<file path="src/rtl/seven_seg_capture.sv">
// Recovers a two-digit number from a multiplexed seven-segment bus.
// Filters each digit pattern for stability, decodes it and publishes complete frames.
module seven_seg_capture #(
   parameter int unsigned STABLE_CYCLES = 4
) (
   input  logic       clk,
   input  logic       resetn,
   input  logic [6:0] seg,
   input  logic [1:0] sel,
   input  logic       err_clr,
   output logic [3:0] ones,
   output logic [3:0] tens,
   output logic [6:0] value,
   output logic       valid,
   output logic       err
);

   localparam logic [3:0] STABLE = 4'(STABLE_CYCLES);

   typedef enum logic [1:0] {
      EMPTY,
      HAVE_ONES,
      HAVE_TENS
   } state_t;

   state_t     state;
   state_t     state_nxt;
   logic [8:0] key;
   logic [8:0] prev_key;
   logic [3:0] cnt;
   logic [3:0] cnt_nxt;
   logic       same;
   logic       hit;
   logic       onehot;
   logic       cap;
   logic       dec_ok;
   logic [3:0] dec_dig;
   logic       cap_ok;
   logic       cap_bad;
   logic       cap_ones;
   logic       cap_tens;
   logic [3:0] ones_nxt;
   logic [3:0] tens_nxt;
   logic [6:0] sum;
   logic       complete;

   assign key  = {sel, seg};
   assign same = (key == prev_key);

   always_comb begin
      cnt_nxt = 4'd1;
      if (same)
         cnt_nxt = (cnt == 4'd15) ? 4'd15 : cnt + 4'd1;
   end

   // Fire only on the edge the run first reaches the threshold, even when saturated.
   assign hit    = (cnt_nxt == STABLE) && !(same && (cnt == STABLE));
   assign onehot = (sel == 2'b01) || (sel == 2'b10);
   assign cap    = hit && onehot;

   always_comb begin
      dec_ok  = 1'b1;
      dec_dig = 4'd0;
      case (seg)
         7'h7E: dec_dig = 4'd0;
         7'h30: dec_dig = 4'd1;
         7'h6D: dec_dig = 4'd2;
         7'h79: dec_dig = 4'd3;
         7'h33: dec_dig = 4'd4;
         7'h5B: dec_dig = 4'd5;
         7'h5F: dec_dig = 4'd6;
         7'h70: dec_dig = 4'd7;
         7'h7F: dec_dig = 4'd8;
         7'h7B: dec_dig = 4'd9;
         default: dec_ok = 1'b0;
      endcase
   end

   assign cap_ok   = cap && dec_ok;
   assign cap_bad  = cap && !dec_ok;
   assign cap_ones = cap_ok && sel[0];
   assign cap_tens = cap_ok && sel[1];
   assign ones_nxt = cap_ones ? dec_dig : ones;
   assign tens_nxt = cap_tens ? dec_dig : tens;
   assign sum      = {tens_nxt, 3'b000} + 7'({tens_nxt, 1'b0}) + 7'(ones_nxt);

   always_comb begin
      state_nxt = state;
      complete  = 1'b0;
      unique case (state)
         EMPTY: begin
            if (cap_ones)
               state_nxt = HAVE_ONES;
            else if (cap_tens)
               state_nxt = HAVE_TENS;
         end
         HAVE_ONES: begin
            if (cap_tens) begin
               complete  = 1'b1;
               state_nxt = EMPTY;
            end
         end
         HAVE_TENS: begin
            if (cap_ones) begin
               complete  = 1'b1;
               state_nxt = EMPTY;
            end
         end
         default: state_nxt = EMPTY;
      endcase
   end

   always_ff @(posedge clk or negedge resetn) begin
      if (!resetn)
         state <= EMPTY;
      else
         state <= state_nxt;
   end

   always_ff @(posedge clk or negedge resetn) begin
      if (!resetn) begin
         prev_key <= '0;
         cnt      <= '0;
         ones     <= '0;
         tens     <= '0;
         value    <= '0;
         valid    <= 1'b0;
         err      <= 1'b0;
      end else begin
         prev_key <= key;
         cnt      <= cnt_nxt;
         ones     <= ones_nxt;
         tens     <= tens_nxt;
         valid    <= complete;
         if (complete)
            value <= sum;
         if (cap_bad)
            err <= 1'b1;
         else if (err_clr)
            err <= 1'b0;
      end
   end

endmodule

</file>
<file path="config.mk">
export PLATFORM = sky130hd
export DESIGN_NAME = seven_seg_capture
export DESIGN_NICKNAME = d
export VERILOG_FILES = /design/src/rtl/seven_seg_capture.sv
export SDC_FILE = /design/constraint.sdc
export NUM_CORES = 1
export LEC_CHECK = 0
export CELL_PAD_IN_SITES_DETAIL_PLACEMENT = 2
export CELL_PAD_IN_SITES_GLOBAL_PLACEMENT = 2
export CORE_MARGIN = 3
export CORE_UTILIZATION = 37
export DETAILED_ROUTE_END_ITERATION = 8
export GPL_ROUTABILITY_DRIVEN = 1
export MAX_ROUTING_LAYER = met4
export PLACE_DENSITY_LB_ADDON = 0.05
export SLEW_MARGIN = 20
export SYNTH_ARGS = -nofsm -noshare
export SYNTH_HDL_FRONTEND = slang
export SYNTH_SLANG_ARGS = --single-unit
</file>
<file path="constraint.sdc">
create_clock -name clk -period 9.8 [get_ports clk]
set_clock_uncertainty 0.15 [all_clocks]
set_input_delay 2.94 -clock clk [delete_from_list [all_inputs] [get_ports clk]]
set_output_delay 2.94 -clock clk [all_outputs]
set_load 0.03 [all_outputs]
</file>
# == After elaboration in Yosys (flattened, before gate mapping) ==
# Cells that the tools add are included.
# classes
n_reduce_logical,14
eq_ne,21
n_addsub,3
n_mux,16
# op_table
op,n
$eq 7x7->1 const B,8
$pmux 4 s9,1
$mux 4,4
$eq 7x6->1 const B,2
$reduce_or 10->1,1
$eq 9x9->1,1
$eq 4x3->1 const B,2
$mux 2,4
$add 7x4->7,1
$add 7x5->7,1
$logic_and 1x1->1,7
$pmux 2 s3,1
$mux 1,5
$add 4x1->4 const B,1
$eq 2x1->1 const B,2
$eq 2x2->1 const B,2
$eq 4x4->1 const B,1
$ne 2x2->1 const B,2
$ne 3x3->1 const B,1
$reduce_and 3->1,1
$logic_not 1->1,2
$logic_not 2->1,1
$pmux 1 s2,1
$reduce_bool 2->1,1
$logic_or 1x1->1,1
# totals
ff_bits,32
output_inout_bits,17
word_cells,62

# == Logic depth before layout (Yosys ltp) ==
# Gate-level depths: netlist of the first run.
# logic_depth
word_depth,11
depth_mapped,18
ltp_nobuf,17

# == Worst setup path after synthesis of the first run ==
# No wires, ideal clock.
# synth_timing
path_type,in2reg
start,input seg[2]
end,register value[6]
setup_slack_ns,3.436
setup_time_ns,0.125
t_arrival_ns,6.088
path_stages,16
t_required_ns,9.525
cell_sequence,buf_6 > or3b_1 > a21oi_2 > o21ai_2 > nand3_1 > and3_1 > clkbuf_1 > mux2_2 > inv_1 > fa_1 > fa_1 > inv_1 > a21o_1 > a21oi_1 > xnor2_1 > mux2_4
# synth_via
word_cells_on_any_way,30
# synth_rtl
element,line_no,source
start: declaration,8,"input logic [6:0] seg,"
$eq 9x9->1,48,assign same = (key == prev_key);
$mux 4 or $logic_and 1x1->1 (tied branches),"52, 57",
$eq 4x3->1 or $logic_not 1->1 (tied branches),57,assign hit = (cnt_nxt == STABLE) && !(same && (cnt == STABLE));
$logic_and 1x1->1,57,
$logic_and 1x1->1,59,assign cap = hit && onehot;
$logic_and 1x1->1,79,assign cap_ok = cap && dec_ok;
$logic_and 1x1->1,81,assign cap_ones = cap_ok && sel[0];
$mux 4 (*),83,assign ones_nxt = cap_ones ? dec_dig : ones;
net ones_nxt[3],42,logic [3:0] ones_nxt;
$add 7x4->7 (*),85,"assign sum = {tens_nxt, 3'b000} + 7'({tens_nxt, 1'b0}) + 7'(ones_nxt);"
end signal: assignment,136,value <= sum;
end: declaration,13,"output logic [6:0] value,"
# The timed path passes the listed nets; every way through them passes the cells marked *.
# A chain may end at the register's enable or synchronous reset.

# == Worst setup path after layout of the first run ==
# layout_timing
start,input seg[1]
end,register value[6]
# The elaborated chain is that of the path after synthesis.

==> impl_results.md, run 1 <==
* Minimum clock period at 6.95 ns
* Row count at 25
* Post-placement cell count at 268
* Max H-tree Level at 2
* # nets final at 234
* CP arrival at 6.96 ns
* Die X-Extent at 78.1 µm
* Final Power at 0.253 mW
* Clk root buf: clkbuf_8
* Setup TNS at 0 ns
* Pre-antenna DRT Iters at 4
* Starting Density at 39.4%
* F_max at 144 MHz
* CTS Sinks at 32
* Peak supply drop at 0.0619 mV
* CP endpoint kind: register
* Layout area overhead at 19.7%
* FFs w/ async S/R, synth at 100%
* Die area at 6090 µm²
* Worst skew pair latency at 0.28 ns
* Startpoint Class: primary input
* Lkg Pwr at 1.05 nW
* Gpl congestion at 0.844
* Tot GR Track Use at 18.1%
* DR vias at 1,387
* Reg-to-reg slack, setup at 5.51 ns
* Cells after Synth at 179
* Final setup fails at 0
* Post-synth top area cell: dfrtp_1
* Synth Area in XOR/XNOR at 6.38%
* CTS buffer count at 5
* Cell with the most instances after synthesis: dfrtp_1
* Wirelength per Cell at 17.2 µm
* Netlist cell types at 49
* # resized after CTS at 0
* Synth top cells by count: dfrtp_1 (32), inv_1 (16), ha_1 (12), xnor2_1 (12)
* Status: complete, no violations
* Slew Viols, Final at 0
* Largest net degree at the start of global routing at 33
* Max-Cap Viols at 0
* Synth Area in Simple Gates at 16.9%
* Initial detailed-routing violation count at 22
* Final worst path period share at 70.9%
* Synth Area in Compound Gates at 9.96%
* Drt total wl at 4730 µm
* Global-route wire length before repair at 8340 µm
* Post-synth top area share at 41.7%
* Fin cells at 275
* Power Dens Cells at 110 nW/µm²
* PortBufs at 28
* Layout cell share with drive strength beyond 1 at 12.5%
* Mapped cell area at 1920 µm²
* Longest Clk Path Bufs at 2
* Mux cell area share after synthesis at 8.33%
* Initial antenna violation count at 0
* Synth Warn # at 0
* CTS clock-pin slew for the worst setup and hold paths at 0.06 ns
* Final ANT Viol Nets at 0
* GRT overflow at 0
* Req. time, crit path at 9.81 ns
* Vias in the first global route at 1,615
* Die Span Y at 78.1 µm
* Top_reg_cell synth: dfrtp_1
* Seq/Total Area, Yosys at 41.7%
* Adder-cell area share of the yosys netlist at 9.90%
* Slew at the pin closest to its max-slew limit at 0.497 ns
* Crit Path Max Fanout at 10
* #FFs+latches synth at 32
* Net Count, Synth at 205
* Class of the worst hold path: reg -> reg
* Critical path type: in -> reg
* Relative slew slack at 66.9%
* Avg Inst Size Synth at 10.7 µm²
* # IOs at 29
* CTS tree: done
* Setup bufs post-CTS at 0
* Endpoints failing hold at 0
* Hold buffers post-CTS at 0
* Vias per cell at 5.04
* RSZ-0062 raised after global routing: false
* DRC Markers at 0
* Main combinational cell family by area after synthesis: simple AND/OR/NAND/NOR gates
* ANT cells at 0
* HPWL Detailed at 3670 µm
* Final WS setup at 2.85 ns
* Core area at 4880 µm²
* Post-synth EDFFs at 0
* Pre-CTS setup slack at 2.52 ns
* Top cells by area, synth: dfrtp_1 (42%), ha_1 (7.8%), xnor2_1 (5.5%)
==> power by group <==
group,total (mW),internal (mW),switching [mW]
logic,0.0222,0.00976,0.0125
clock network,0.0955,0.0482,0.0472
registers,0.135,0.134,0.000903
total,0.253,0.192,0.0606
==> stage by stage <==
stage,instance area [µm²],hold WS (ns),utilization [%]
after floorplan,1920,0.347,-
after global placement,2220,0.315,45.5
after detailed placement,2220,0.333,45.5
after CTS,2300,0.349,47.1
after global routing,2300,0.375,47.1
final,2300,0.342,47.1
==> final timing paths <==
path / startpoint / endpoint / cells after the start
min in group asynchronous: resetn / err$_DFFE_PN0P_ / 2
worst min register to register: value[4]$_DFFE_PN0P_ / value[4]$_DFFE_PN0P_ / 2
worst min-delay path: value[4]$_DFFE_PN0P_ / value[4]$_DFFE_PN0P_ / 2
worst max-delay path: seg[1] / value[6]$_DFFE_PN0P_ / 15
max in group asynchronous: resetn / prev_key[6]$_DFF_PN0_ / 2
worst max register to register: cnt[0]$_DFF_PN0_ / value[6]$_DFFE_PN0P_ / 16
==> routing by layer <==
layer	track usage (%)	wire length, µm
met1	21.9	2120
met4	4.72	39
met5	-	0
met3	3.67	111
met2	31.1	2460
==> layout make-up <==
cell class,instances,area [µm²]
Clock buffer,6,72.6
Tap cell,67,83.8
Fill cell,529,2580
Multi-Input combinational cell,124,990
Clock inverter,1,5.00
Sequential cell,32,801
Inverter,16,60.1
Timing Repair Buffer,29,288
==> kinds of logic after synthesis <==
logic type | count (synthesis)
AOI/OAI and AO/OA | 26
and+or+nand+nor | 56
buffers and inverters | 23
DFF | 32
muxes | 14
adders and majority gates | 14
xor gates and xnor gates | 14
==> cell usage in the layout, fill, tap and decap left out, drive strengths merged, types with 2 or more instances in the layout <==
master | Yosys | layout
a31oi | 2 | 2
dfrtp | 32 | 32
mux2 | 10 | 10
nor2b | 2 | 2
a21o | 3 | 3
inv | 16 | 16
fa | 2 | 2
xor2 | 2 | 2
and3b | 2 | 2
clkdlybuf4s50 | 0 | 28
or3 | 4 | 4
nand3 | 9 | 9
a21oi | 6 | 6
o21ai | 7 | 7
nand4 | 2 | 2
nor3b | 2 | 2
or2b | 2 | 2
nor4 | 2 | 2
nor3 | 2 | 2
nor2 | 8 | 8
clkbuf | 1 | 6
ha | 12 | 12
mux2i | 4 | 4
xnor2 | 12 | 12
nand2b | 4 | 4
nand2 | 9 | 9
==> sequential cells by signal, summed over array words and instances (netlist names) <==
register	cells
err	1
state	2
cnt	4
prev_key	9
ones	4
value	7
valid	1
tens	4
==> critical path, cell delays in order <==
cell and delay, ns:
clkdlybuf4s50_1 0.59, nand2b_1 0.26, o21ai_0 0.18, or2b_2 0.36
nand3_1 0.16, and3_1 0.38, mux2_2 0.41, inv_1 0.09
fa_1 0.47, fa_1 0.48, inv_1 0.07, a21o_1 0.11
a21oi_1 0.07, xnor2_1 0.13, mux2_4 0.25
Note: power is estimated with default switching activity, not from simulation.
==> run 2, diff against run 1 <==
--- a/config.mk
+++ b/config.mk
@@ -8,7 +8,7 @@
 export CELL_PAD_IN_SITES_DETAIL_PLACEMENT = 2
 export CELL_PAD_IN_SITES_GLOBAL_PLACEMENT = 2
 export CORE_MARGIN = 3
-export CORE_UTILIZATION = 37
+export CORE_UTILIZATION = 35
 export DETAILED_ROUTE_END_ITERATION = 8
 export GPL_ROUTABILITY_DRIVEN = 1
 export MAX_ROUTING_LAYER = met4
==> constraint.sdc (replaced) <==
create_clock -name clk -period 6.5 [get_ports clk]
set_clock_uncertainty 0.15 [all_clocks]
set_input_delay 1.95 -clock clk [delete_from_list [all_inputs] [get_ports clk]]
set_output_delay 1.95 -clock clk [all_outputs]
set_load 0.03 [all_outputs]
==> impl_results.md, run 2 (synthesis results as in run 1) <==
* Final worst path period share at 90.6%
* CP max-delay cell: clkdlybuf4s50_1
* CTS clock-pin slew for the worst setup and hold paths at 0.08 ns
* Global-route wire length before repair at 8410 µm
* Initial detailed-routing violation count at 39
* Layout area overhead at 21.8%
* Longest Clk Path Bufs at 2
* Max-Cap Viols at 0
* Filler instances at 544
* CTS tree: done
* Slew at the pin closest to its max-slew limit at 0.449 ns
* Slew Viols, Final at 0
* Clk root buf: clkbuf_8
* Setup bufs post-CTS at 0
* DR vias at 1,418
* Critical path type: in -> reg
* Lkg Pwr at 1.07 nW
* CP endpoint kind: register
* Layout cell share with drive strength beyond 1 at 13.3%
* Multi-input gate area in the final layout at 990 µm²
* Class of the worst hold path: reg -> reg
* Max H-tree Level at 2
* Initial antenna violation count at 0
* Final WS setup at 0.609 ns
* Worst skew pair latency at 0.28 ns
* Startpoint Class: primary input
* Peak supply drop at 0.109 mV
* Row count at 26
* FF+latch area at 801 µm²
* Post-DP Area at 2230 µm²
* Crit Path Max Fanout at 10
* Hold buffers post-CTS at 0
* Req. time, crit path at 6.53 ns
* Hold path depth at 2
* RSZ-0062 raised after global routing: false
* Biggest register: prev_key
* Regs by FF count: prev_key x9, value x7
* Largest net degree at the start of global routing at 33
* # resized after CTS at 0
* Pre-CTS setup slack at 0.288 ns
* Setup TNS at 0 ns
* Design Area, Final at 2340 µm²
* Die X-Extent at 80.1 µm
* PortBufs at 28
* Gpl congestion at 0.796
* Final setup fails at 0
* Wirelength per Cell at 17.7 µm
* Power Dens Cells at 183 nW/µm²
* Starting Density at 36.9%
* Final Power at 0.427 mW
* CTS buffer count at 5
* Most frequent cells in the layout: dfrtp_1 (32), clkdlybuf4s50_1 (28), inv_1 (16)
* Pre-antenna DRT Iters at 3
* Minimum clock period at 5.89 ns
* HPWL Detailed at 3790 µm
* GRT overflow at 0
* Final ANT Viol Nets at 0
* R2R cell count at 16
* Endpoints failing hold at 0
* Drt total wl at 4940 µm
* DRC Markers at 0
* Relative slew slack at 70.0%
* Tot GR Track Use at 17.8%
* CP arrival at 5.92 ns
* Max reg flops at 9
* Most common cell after layout, fill and taps aside: dfrtp_1
* Worst-path cell chain: clkdlybuf4s50_1 -> or2b_1 -> nor4_1 -> o21ai_2 -> nand3_1 -> and3_1 -> mux2_2 -> inv_1 -> fa_1 -> fa_1 -> inv_1 -> a21o_1 -> a21oi_1 -> xnor2_1 -> mux2_4
* F_max at 170 MHz
* Status: complete, no violations
* Die Span Y at 80.1 µm
* ANT cells at 0
* Die area at 6420 µm²
* Core area at 5200 µm²
* # nets final at 235
* CTS Sinks at 32
* CP peak stage delay at 0.70 ns
* # IOs at 29
* Vias in the first global route at 1,674
* Vias per cell at 5.06
run 2: cell types whose count changed in the layout (fill, tap and decap cells not counted), sizes merged:
cell    delta
bufinv     +1
buf        +1
run 2: where the power goes:
group / switching (mW) / internal (mW) / leakage (nW)
clock: 0.0763 / 0.114 / 0.0552
combinational: 0.0189 / 0.0151 / 0.603
sequential: 0.00134 / 0.202 / 0.416
run 2: critical path: cells and delay by family:
kind / cells / cell delay (ns)
AOI/OAI and AO/OA: 3 / 0.31
buffers and inverters: 3 / 0.85
xor gates and xnor gates: 1 / 0.13
adders and majority gates: 2 / 0.94
muxes: 2 / 0.64
and+or+nand+nor: 4 / 1.08
run 2: metal layers:
layer,wire (µm),up-vias,track usage (%)
met3,114,2,3.59
li1,-,676,-
met4,36,0,5.57
met2,2570,19,30.3
met5,0,-,-
met1,2220,721,21.3
run 2: path summary, 6_finish.rpt:
path                                       from                     to  slack (ns)
setup reg to reg               cnt[0]$_DFF_PN0_   value[6]$_DFFE_PN0P_        2.21
setup / recovery                         seg[5]   value[6]$_DFFE_PN0P_        0.61
hold reg to reg            value[3]$_DFFE_PN0P_   value[3]$_DFFE_PN0P_        0.35
hold / removal             value[3]$_DFFE_PN0P_   value[3]$_DFFE_PN0P_        0.35
min in group asynchronous                resetn   value[3]$_DFFE_PN0P_        1.93
max in group asynchronous                resetn  prev_key[0]$_DFF_PN0_        3.95
run 2: cell type report:
class	instances	share of cell area, %
clock buffer	6	3.10
clock inverter	2	1.50
inverter	16	2.57
multi-input combinational	124	42.3
sequential	32	34.2
tap	70	3.74
timing repair buffer	30	12.6
run 2: stage by stage:
step | hold slack, ns | cells | utilization [%]
after global routing | 0.375 | 280 | 45.0
after CTS | 0.360 | 280 | 45.0
after global placement | 0.315 | 272 | 42.9
after floorplan | 0.347 | 179 | -
final | 0.352 | 280 | 45.0
after detailed placement | 0.335 | 272 | 42.9
==> run 3, diff against run 2 <==
--- a/config.mk
+++ b/config.mk
@@ -5,6 +5,7 @@
 export SDC_FILE = /design/constraint.sdc
 export NUM_CORES = 1
 export LEC_CHECK = 0
+export CAP_MARGIN = 20
 export CELL_PAD_IN_SITES_DETAIL_PLACEMENT = 2
 export CELL_PAD_IN_SITES_GLOBAL_PLACEMENT = 2
 export CORE_MARGIN = 3
==> results of run 3 <==
Same layout as run 2: the final DEF is identical, and so are final timing and power.
